**config.mk**
```make
export PLATFORM = sky130hd
export DESIGN_NAME = block_cmd_queue
export DESIGN_NICKNAME = d
export VERILOG_FILES = /design/src/rtl/block_cmd_queue.sv
export SDC_FILE = /design/constraint.sdc
export NUM_CORES = 1
export LEC_CHECK = 0
export CAP_MARGIN = 5
export CORE_MARGIN = 2
export CORE_UTILIZATION = 57
export DETAILED_ROUTE_END_ITERATION = 10
export GPL_TIMING_DRIVEN = 0
export PLACE_DENSITY = 0.89
export SLEW_MARGIN = 20
export SYNTH_ARGS = -nofsm -noshare
export SYNTH_HDL_FRONTEND = slang
export SYNTH_SLANG_ARGS = --single-unit
export TNS_END_PERCENT = 50
```
**constraint.sdc**
```tcl
create_clock -name clock -period 5.1 [get_ports clock]
set_input_delay 1.02 -clock clock [delete_from_list [all_inputs] [get_ports clock]]
set_output_delay 1.02 -clock clock [all_outputs]
set_load 0.01 [all_outputs]
```
**src/rtl/block_cmd_queue.sv**
```systemverilog
// Command decoder and FIFO for block commands written by software into r29 (blockID_data).
// Optional push counter output cmd_total is built when BLOCKQ_STATS_EN is defined.
module block_cmd_queue #(
  parameter int unsigned IDX_W      = 8,
  parameter int unsigned NUM_BLOCKS = 100,
  parameter int unsigned DEPTH      = 4
) (
  input  logic                     clock,
  input  logic                     ctrl_resetn,
  input  logic [31:0]              blockID_data,
  output logic                     out_valid,
  input  logic                     out_ready,
  output logic [1:0]               out_op,
  output logic [IDX_W-1:0]         out_index,
  output logic [$clog2(DEPTH):0]   out_count,
  output logic                     overflow,
  output logic [7:0]               illegal_cnt
`ifdef BLOCKQ_STATS_EN
  ,
  output logic [15:0]              cmd_total
`endif
);

  localparam int unsigned PW = $clog2(DEPTH);
  localparam logic [1:0] OP_CLEAR = 2'b10;
  localparam logic [1:0] OP_BAD   = 2'b11;

  logic [31:0]      prevWord;
  logic [1:0]       opMem  [DEPTH];
  logic [IDX_W-1:0] idxMem [DEPTH];
  logic [PW-1:0]    wrPtr;
  logic [PW-1:0]    rdPtr;
  logic [PW:0]      count;

  logic             newCmd;
  logic             legal;
  logic             full;
  logic             pop;
  logic             push;
  logic [1:0]       cmdOp;
  logic [IDX_W-1:0] cmdIdx;

  always_comb begin
    cmdOp  = blockID_data[29:28];
    cmdIdx = blockID_data[IDX_W-1:0];
    newCmd = (blockID_data != prevWord) && blockID_data[30];
    legal  = newCmd && (cmdOp != OP_BAD) &&
             ((cmdOp == OP_CLEAR) || (32'(cmdIdx) < NUM_BLOCKS));
    full   = (count == (PW+1)'(DEPTH));
    pop    = out_valid && out_ready;
    push   = legal && (!full || pop);
  end

  // Head fields are gated to zero when empty so reset/empty reads as all-zero.
  always_comb begin
    out_valid = (count != '0);
    out_op    = out_valid ? opMem[rdPtr]  : '0;
    out_index = out_valid ? idxMem[rdPtr] : '0;
    out_count = count;
  end

  always_ff @(posedge clock) begin
    if (push) begin
      opMem[wrPtr]  <= cmdOp;
      idxMem[wrPtr] <= (cmdOp == OP_CLEAR) ? '0 : cmdIdx;
    end
  end

  always_ff @(posedge clock or negedge ctrl_resetn) begin
    if (!ctrl_resetn) begin
      prevWord    <= '0;
      wrPtr       <= '0;
      rdPtr       <= '0;
      count       <= '0;
      overflow    <= 1'b0;
      illegal_cnt <= '0;
    end else begin
      prevWord <= blockID_data;
      if (push) wrPtr <= wrPtr + 1'b1;
      if (pop)  rdPtr <= rdPtr + 1'b1;
      case ({push, pop})
        2'b10:   count <= count + 1'b1;
        2'b01:   count <= count - 1'b1;
        default: count <= count;
      endcase
      if (legal && full && !pop) overflow <= 1'b1;
      if (newCmd && !legal && (illegal_cnt != 8'hFF)) illegal_cnt <= illegal_cnt + 1'b1;
    end
  end

`ifdef BLOCKQ_STATS_EN
  always_ff @(posedge clock or negedge ctrl_resetn) begin
    if (!ctrl_resetn) cmd_total <= '0;
    else if (push)    cmd_total <= cmd_total + 1'b1;
  end
`endif

endmodule
```
==> results of run 1 <==
registers in the layout, summed over array words and instances (netlist names):
| register | cells |
|---|---|
| illegal_cnt | 8 |
| rdPtr | 2 |
| idxMem | 32 |
| out_count | 3 |
| prevWord | 32 |
| overflow | 1 |
| wrPtr | 2 |
| opMem | 8 |
critical path: cells and delay by family:
| family | cells | cell delay, ns |
|---|---|---|
| adders and majority gates | 1 | 0.42 |
| buffers and inverters | 3 | 0.75 |
| AOI/OAI and AO/OA | 5 | 1.08 |
| and+or+nand+nor | 3 | 0.38 |
worst paths after layout:
check | startpoint | end | slack [ns] | cells past startpoint
min | overflow | overflow | 0.49 | 1
min reg2reg | overflow | overflow | 0.49 | 1
max in group asynchronous | ctrl_resetn | prevWord[2] | 3.98 | 2
max reg2reg | prevWord[17] | out_count[1] | 2.42 | 10
min in group asynchronous | ctrl_resetn | prevWord[12] | 0.61 | 1
max | blockID_data[3] | out_count[2] | 1.66 | 12
per-layer routing:
layer  vias up  GRT usage  wire length (um)
li1       1022          -                 -
met1      1091      0.254              2770
met2        72      0.336              3330
met3        11     0.0364               300
met4         0     0.0779               125
met5         -          0                 0
logic make-up after synthesis:
| family | count (synthesis) | share of synthesized area |
|---|---|---|
| AOI/OAI and AO/OA | 13 | 0.0280 |
| xor gates and xnor gates | 41 | 0.0967 |
| adders and majority gates | 6 | 0.0222 |
| buffers and inverters | 13 | 0.0206 |
| DFF | 88 | 0.647 |
| muxes | 16 | 0.0789 |
| and+or+nand+nor | 67 | 0.107 |
per-stage QoR:
stage | power [uW] | std cells
4_1_cts | 2170 | 394
6_report | 2160 | 394
2_1_floorplan | 1350 | 244
5_1_grt | 2270 | 394
3_3_place_gp | 1650 | 377
3_5_place_dp | 1690 | 378
cells in the mapped netlist, types with 3 or more instances:
cell,number,area share
inv_1,6,0.0061
nor4_1,10,0.017
edfxtp_1,40,0.32
nand3_1,5,0.0067
ha_1,5,0.017
nor3_1,6,0.0081
clkbuf_1,3,0.0030
xor2_1,37,0.087
dfrtp_1,48,0.32
xnor2_1,4,0.0094
mux4_2,10,0.061
o211ai_1,4,0.0081
mux2i_1,3,0.0081
and2_1,17,0.029
and3_1,4,0.0067
nor2_1,5,0.0051
nand2_1,7,0.0071
layout make-up:
class	instances	area (um2)	share of cell area
Inverter	6	22.5	0.00490
Tap cell	77	96.3	0.0210
Timing Repair Buffer	57	576	0.125
Sequential cell	88	2400	0.523
Multi-Input combinational cell	143	1230	0.269
Buffer	7	53.8	0.0117
Clock inverter	4	51.3	0.0112
Clock buffer	12	156	0.0341
placed cells by master (no fill, tap or decap), types with 6 or more instances in the layout:
cell,netlist,layout
clkdlybuf4s50_1,0,55
dfrtp_1,48,48
edfxtp_1,40,40
xor2_1,37,37
and2_1,17,17
mux4_2,10,10
nor4_1,10,10
clkbuf_8,0,9
nand2_1,7,7
inv_1,6,6
nor3_1,6,6
power by group through the flow:
stage / clock network, uW / logic (uW) / registers, uW
after CTS: 495 / 749 / 931
final: 489 / 737 / 930
after detailed placement: 0 / 747 / 943
after global placement: 0 / 718 / 937
after global routing: 525 / 804 / 943
after floorplan: 0 / 403 / 947
==> impl_results.md, run 1 <==
- Critical path required time: 5.32 ns
- Relative slew slack: 0.561
- Largest net degree at the start of global routing: 31
- Syn-to-layout area delta: 23.7%
- WHS: 0.486 ns
- Internal power: between 1500 and 2000 uW
- CTS Buf Count: 9
- Final setup vio count: 0
- Unrepaired setup endpoints after global routing: false
- Layout cells sized above 1: 0.120
- Final min period: between 3 and 4 ns
- Slew @ Worst Pin: 0.659 ns
- Vias: 2,196
- Diodes inserted: 0
- Crit-path cells: clkdlybuf4s50_1 -> o311a_1 -> o31a_1 -> nor2b_2 -> o21a_1 -> buf_6 -> buf_6 -> nor2_1 -> fa_1 -> nand2b_1 -> o211ai_1 -> o211ai_1
- HPWL after DPL: 4.87 mm
- GRT Util Overall: 0.197
- Wirelength, routed: 6.52 mm
- Fin. Hold Viols: 0
- Fillcell total: 412
- Final period util: 0.674
- Syn nets: 285
- Clock share of power: 0.227
- Logic pwr share: 0.342
- I/O pin count: 58
- Max Transition Viols Final: 0
- Die Y: 84.7 um
- CP max stage delay: 0.49 ns
- Worst-path fanout max: 10
- Vias per inst: 5.57
- Row count: 29
- Worst skew pair latency: 0.35 ns
- Total negative slack: 0 ns
- Setup WS pre-CTS: 1.31 ns
- Netlist cell types: 41
- Clock root buffer master: clkbuf_8
- Critical Path Sink Type: flop
- Routability congestion estimate: 0.723
- Clock sinks: 88
- Number of cells produced by synthesis: 244
- Drt drc: 0
- Final core occ: 0.727
- EDFF count, synth: 40
- Placed inst area: 4380 um2
- Post-CTS sizing: 0
- FMAX: 291 MHz
- Net Switching: 634 uW
- CTS max path bufs: 2
- Core Region: 6310 um2
- CP arrival: 3.66 ns
- CP max stage cell: clkdlybuf4s50_1
- VDD IR max: 310 uV
- WS Path Type: in -> reg
- Post-synthesis register bit count: 88
- Antenna violations before repair: 0
- Final worst clock skew: 0.0112 ns
- Synth Flop Type: dfrtp_1
- Area of the die: 7170 um2
- HP Class: reg -> reg
- Setup crit start kind: input port
- Global-route wire length before repair: 10.9 mm
- First DRT Iteration DRCs: around 120
- Leak: 0.00178 uW
- Sequential power share: 0.431
- I/O Buffers: 56
- Sequential share of the synthesized area: 0.647
- Antenna viol nets, final: 0
- Asr flop ratio synth: 0.545
- Initial Utilization: 0.588
- Post-route design area: 4590 um2
- Final setup margin: between 1.5 and 2 ns
- Clk slew on worst S/H paths: 0.08 ns
- Via count of the first global-routing pass: around 2,300
- H-Tree Level Count: 3
- Post-CTS Setup Inserts: 0
- Switching portion of total power: 0.294
- Syn_area_per_cell: about 15 um2
- CTS tree: yes
- Power Dens Cells: ~470 nW/um2
- Run status: finished, final reports clean
- Nets@finish: 353
- GRT overflow: 0
- Mapped Area: 3710 um2
- Hold-fix buffers, CTS: 0
- Ys Warns: 0
- Drt first pass iters: 4
- Die width: 84.7 um
- Post-DR wirelength/cell: 16.6 um
- Max-cap violations: 0
Note: power is estimated with default switching activity, not from simulation.
==> run 2, diff against run 1 <==
--- a/config.mk
+++ b/config.mk
@@ -7,10 +7,10 @@
 export LEC_CHECK = 0
 export CAP_MARGIN = 5
 export CORE_MARGIN = 2
-export CORE_UTILIZATION = 57
+export CORE_UTILIZATION = 53
 export DETAILED_ROUTE_END_ITERATION = 10
 export GPL_TIMING_DRIVEN = 0
-export PLACE_DENSITY = 0.89
+export PLACE_DENSITY = 0.84
 export SLEW_MARGIN = 20
 export SYNTH_ARGS = -nofsm -noshare
 export SYNTH_HDL_FRONTEND = slang
==> constraint.sdc (replaced) <==
create_clock -name clock -period 3.58 [get_ports clock]
set_input_delay 0.716 -clock clock [delete_from_list [all_inputs] [get_ports clock]]
set_output_delay 0.716 -clock clock [all_outputs]
set_load 0.01 [all_outputs]
==> run 2 against run 1 <==
Against the previous run: first-iteration DRC count rose by 25%; setup slack lost 1.2 ns; global-route usage fell by 1.2 points; power grew 42%; final cell count is 4.8% higher; sequential power grew 42%; clock-buffer cell count is the same; clock power increased by 42%; utilization is 4.8 points lower.
==> impl_results.md, run 2 (synthesis results as in run 1) <==
- CTS tree: yes
- CP arrival: 3.36 ns
- R2R setup slack: between 0.8 and 0.9 ns
- Drt first pass iters: 4
- Largest net degree at the start of global routing: 28
- Worst skew pair latency: about 0.36 ns
- Internal power: 2140 uW
- Area of the die: about 7700 um2
- I/O pin count: slightly below 60
- Diodes inserted: 0
- Reg2reg end: out_count[1]
- Antenna violations before repair: 0
- Vias: approximately 2,200
- Die width: around 90 um
- Final worst clock skew: 0.00478 ns
- CTS max path bufs: 2
- Clk slew on worst S/H paths: 0.09 ns
- GRT overflow: 0
- Wirelength, routed: 6.32 mm
- Global-route wire length before repair: 10.5 mm
- Core Region: between 6000 and 7000 um2
- I/O Buffers: 56
- VDD IR max: 420 uV
- Slew @ Worst Pin: 0.632 ns
- Initial Utilization: 0.546
- Critical path required time: around 3.8 ns
- Fin. Hold Viols: 0
- HP Class: in -> async
- GRT Util Overall: 0.185
- Row count: 30
- Via count of the first global-routing pass: 2,139
- H-Tree Level Count: 3
- WS Path Type: in -> reg
- Post-CTS sizing: 0
- Max Transition Viols Final: 0
- Final setup vio count: 0
- Unrepaired setup endpoints after global routing: false
- Power Dens Cells: 663 nW/um2
- CTS Buf Count: 9
- GR peak layer: met2
- Worst R2R Path Depth: 10
- Met2 Usage GRT: 0.291
- Switching portion of total power: 0.301
- Antenna viol nets, final: 0
- Final period util: 0.874
- Critical Path Sink Type: flop
- Syn-to-layout area delta: 24.4%
- Routability congestion estimate: 0.727
- Logic pwr share: 0.342
- Worst-path fanout max: 10
- Max-cap violations: 0
- Run status: finished, final reports clean
- Layout cells sized above 1: 0.126
- Drt drc: 0
- Vias per inst: 5.21
- HPWL after DPL: 4.58 mm
- Sequential power share: 0.431
- Met3 Use GR: 0.0434
- Grt met1 use: 0.248
- Clock root buffer master: clkbuf_8
- Net Switching: roughly 900 uW
- Setup crit start kind: input port
- Placed inst area: about 4400 um2
- Hold-fix buffers, CTS: 0
- Critical R2R Launch: prevWord[17]
- Post-route design area: 4620 um2
- Final min period: 3.13 ns
- Post-DR wirelength/cell: 15.3 um
- Commonest non-fill, non-tap cell in the layout: clkdlybuf4s50_1
- First DRT Iteration DRCs: 147
- Total negative slack: 0 ns
- Nets@finish: roughly 350
- Clock sinks: 88
- Most frequent cells in the layout: 55 x clkdlybuf4s50_1, 48 x dfrtp_1, 40 x edfxtp_1
- Leak: 0.00179 uW
- Die Y: 87.7 um
- Biggest registers after layout: idxMem (32), prevWord (32)
- Clock share of power: 0.227
- FMAX: around 320 MHz
- Post-CTS Setup Inserts: 0
- Relative slew slack: 0.579
[run 2: final cells by class]
class,instances,area [um2]
Inverter,6,22.5
Clock buffer,12,176
Sequential cell,88,2400
Buffer,7,53.8
Multi-Input combinational cell,143,1230
Fill cell,487,2180
Timing Repair Buffer,57,576
Clock inverter,4,33.8
Tap cell,96,120
[run 2: how the worst max path moves through the flow]
stage / start / end / slack, ns / cells past startpoint
floorplan: blockID_data[2] / out_count[2] / 0.81 / 11
global placement: blockID_data[3] / out_count[2] / 0.12 / 12
detailed placement: blockID_data[29] / out_count[1] / 0.09 / 11
CTS: rdPtr[0] / out_index[4] / 0.45 / 4
global route: blockID_data[3] / out_count[2] / 0.32 / 12
finish: blockID_data[29] / out_count[1] / 0.45 / 11
[run 2: metrics by stage]
step | worst slack, ns | total power (uW) | utilization | std cells | hold slack [ns]
detailed placement | 0.0934 | 2400 | 0.649 | 397 | 0.456
global placement | 0.123 | 2360 | 0.647 | 396 | 0.456
floorplan | 0.807 | 1920 | - | 244 | 0.420
finish | 0.452 | 3060 | 0.680 | 413 | 0.306
global route | 0.319 | 3240 | 0.680 | 413 | 0.332
CTS | 0.446 | 3090 | 0.680 | 413 | 0.314
[run 2: power groups by stage]
stage	clock (uW)	combinational (uW)	sequential, uW
final	694	1050	1320
after global routing	755	1150	1340
after CTS	706	1060	1320
after detailed placement	0	1060	1340
after global placement	0	1030	1340
after floorplan	0	575	1350
[run 2: metal layers]
metal	part of all wire	wire [um]
met3	0.053	332
met2	0.49	3100
met5	0	0
met1	0.44	2750
met4	0.021	133
[run 2: critical path: stages]
cell and delay, ns:
clkdlybuf4s50_1 0.58, xor2_1 0.22, nor4_1 0.27, nand4_1 0.27
o21a_1 0.26, buf_6 0.14, buf_6 0.13, nor2_1 0.13
fa_1 0.44, o211ai_1 0.11, a221oi_1 0.10
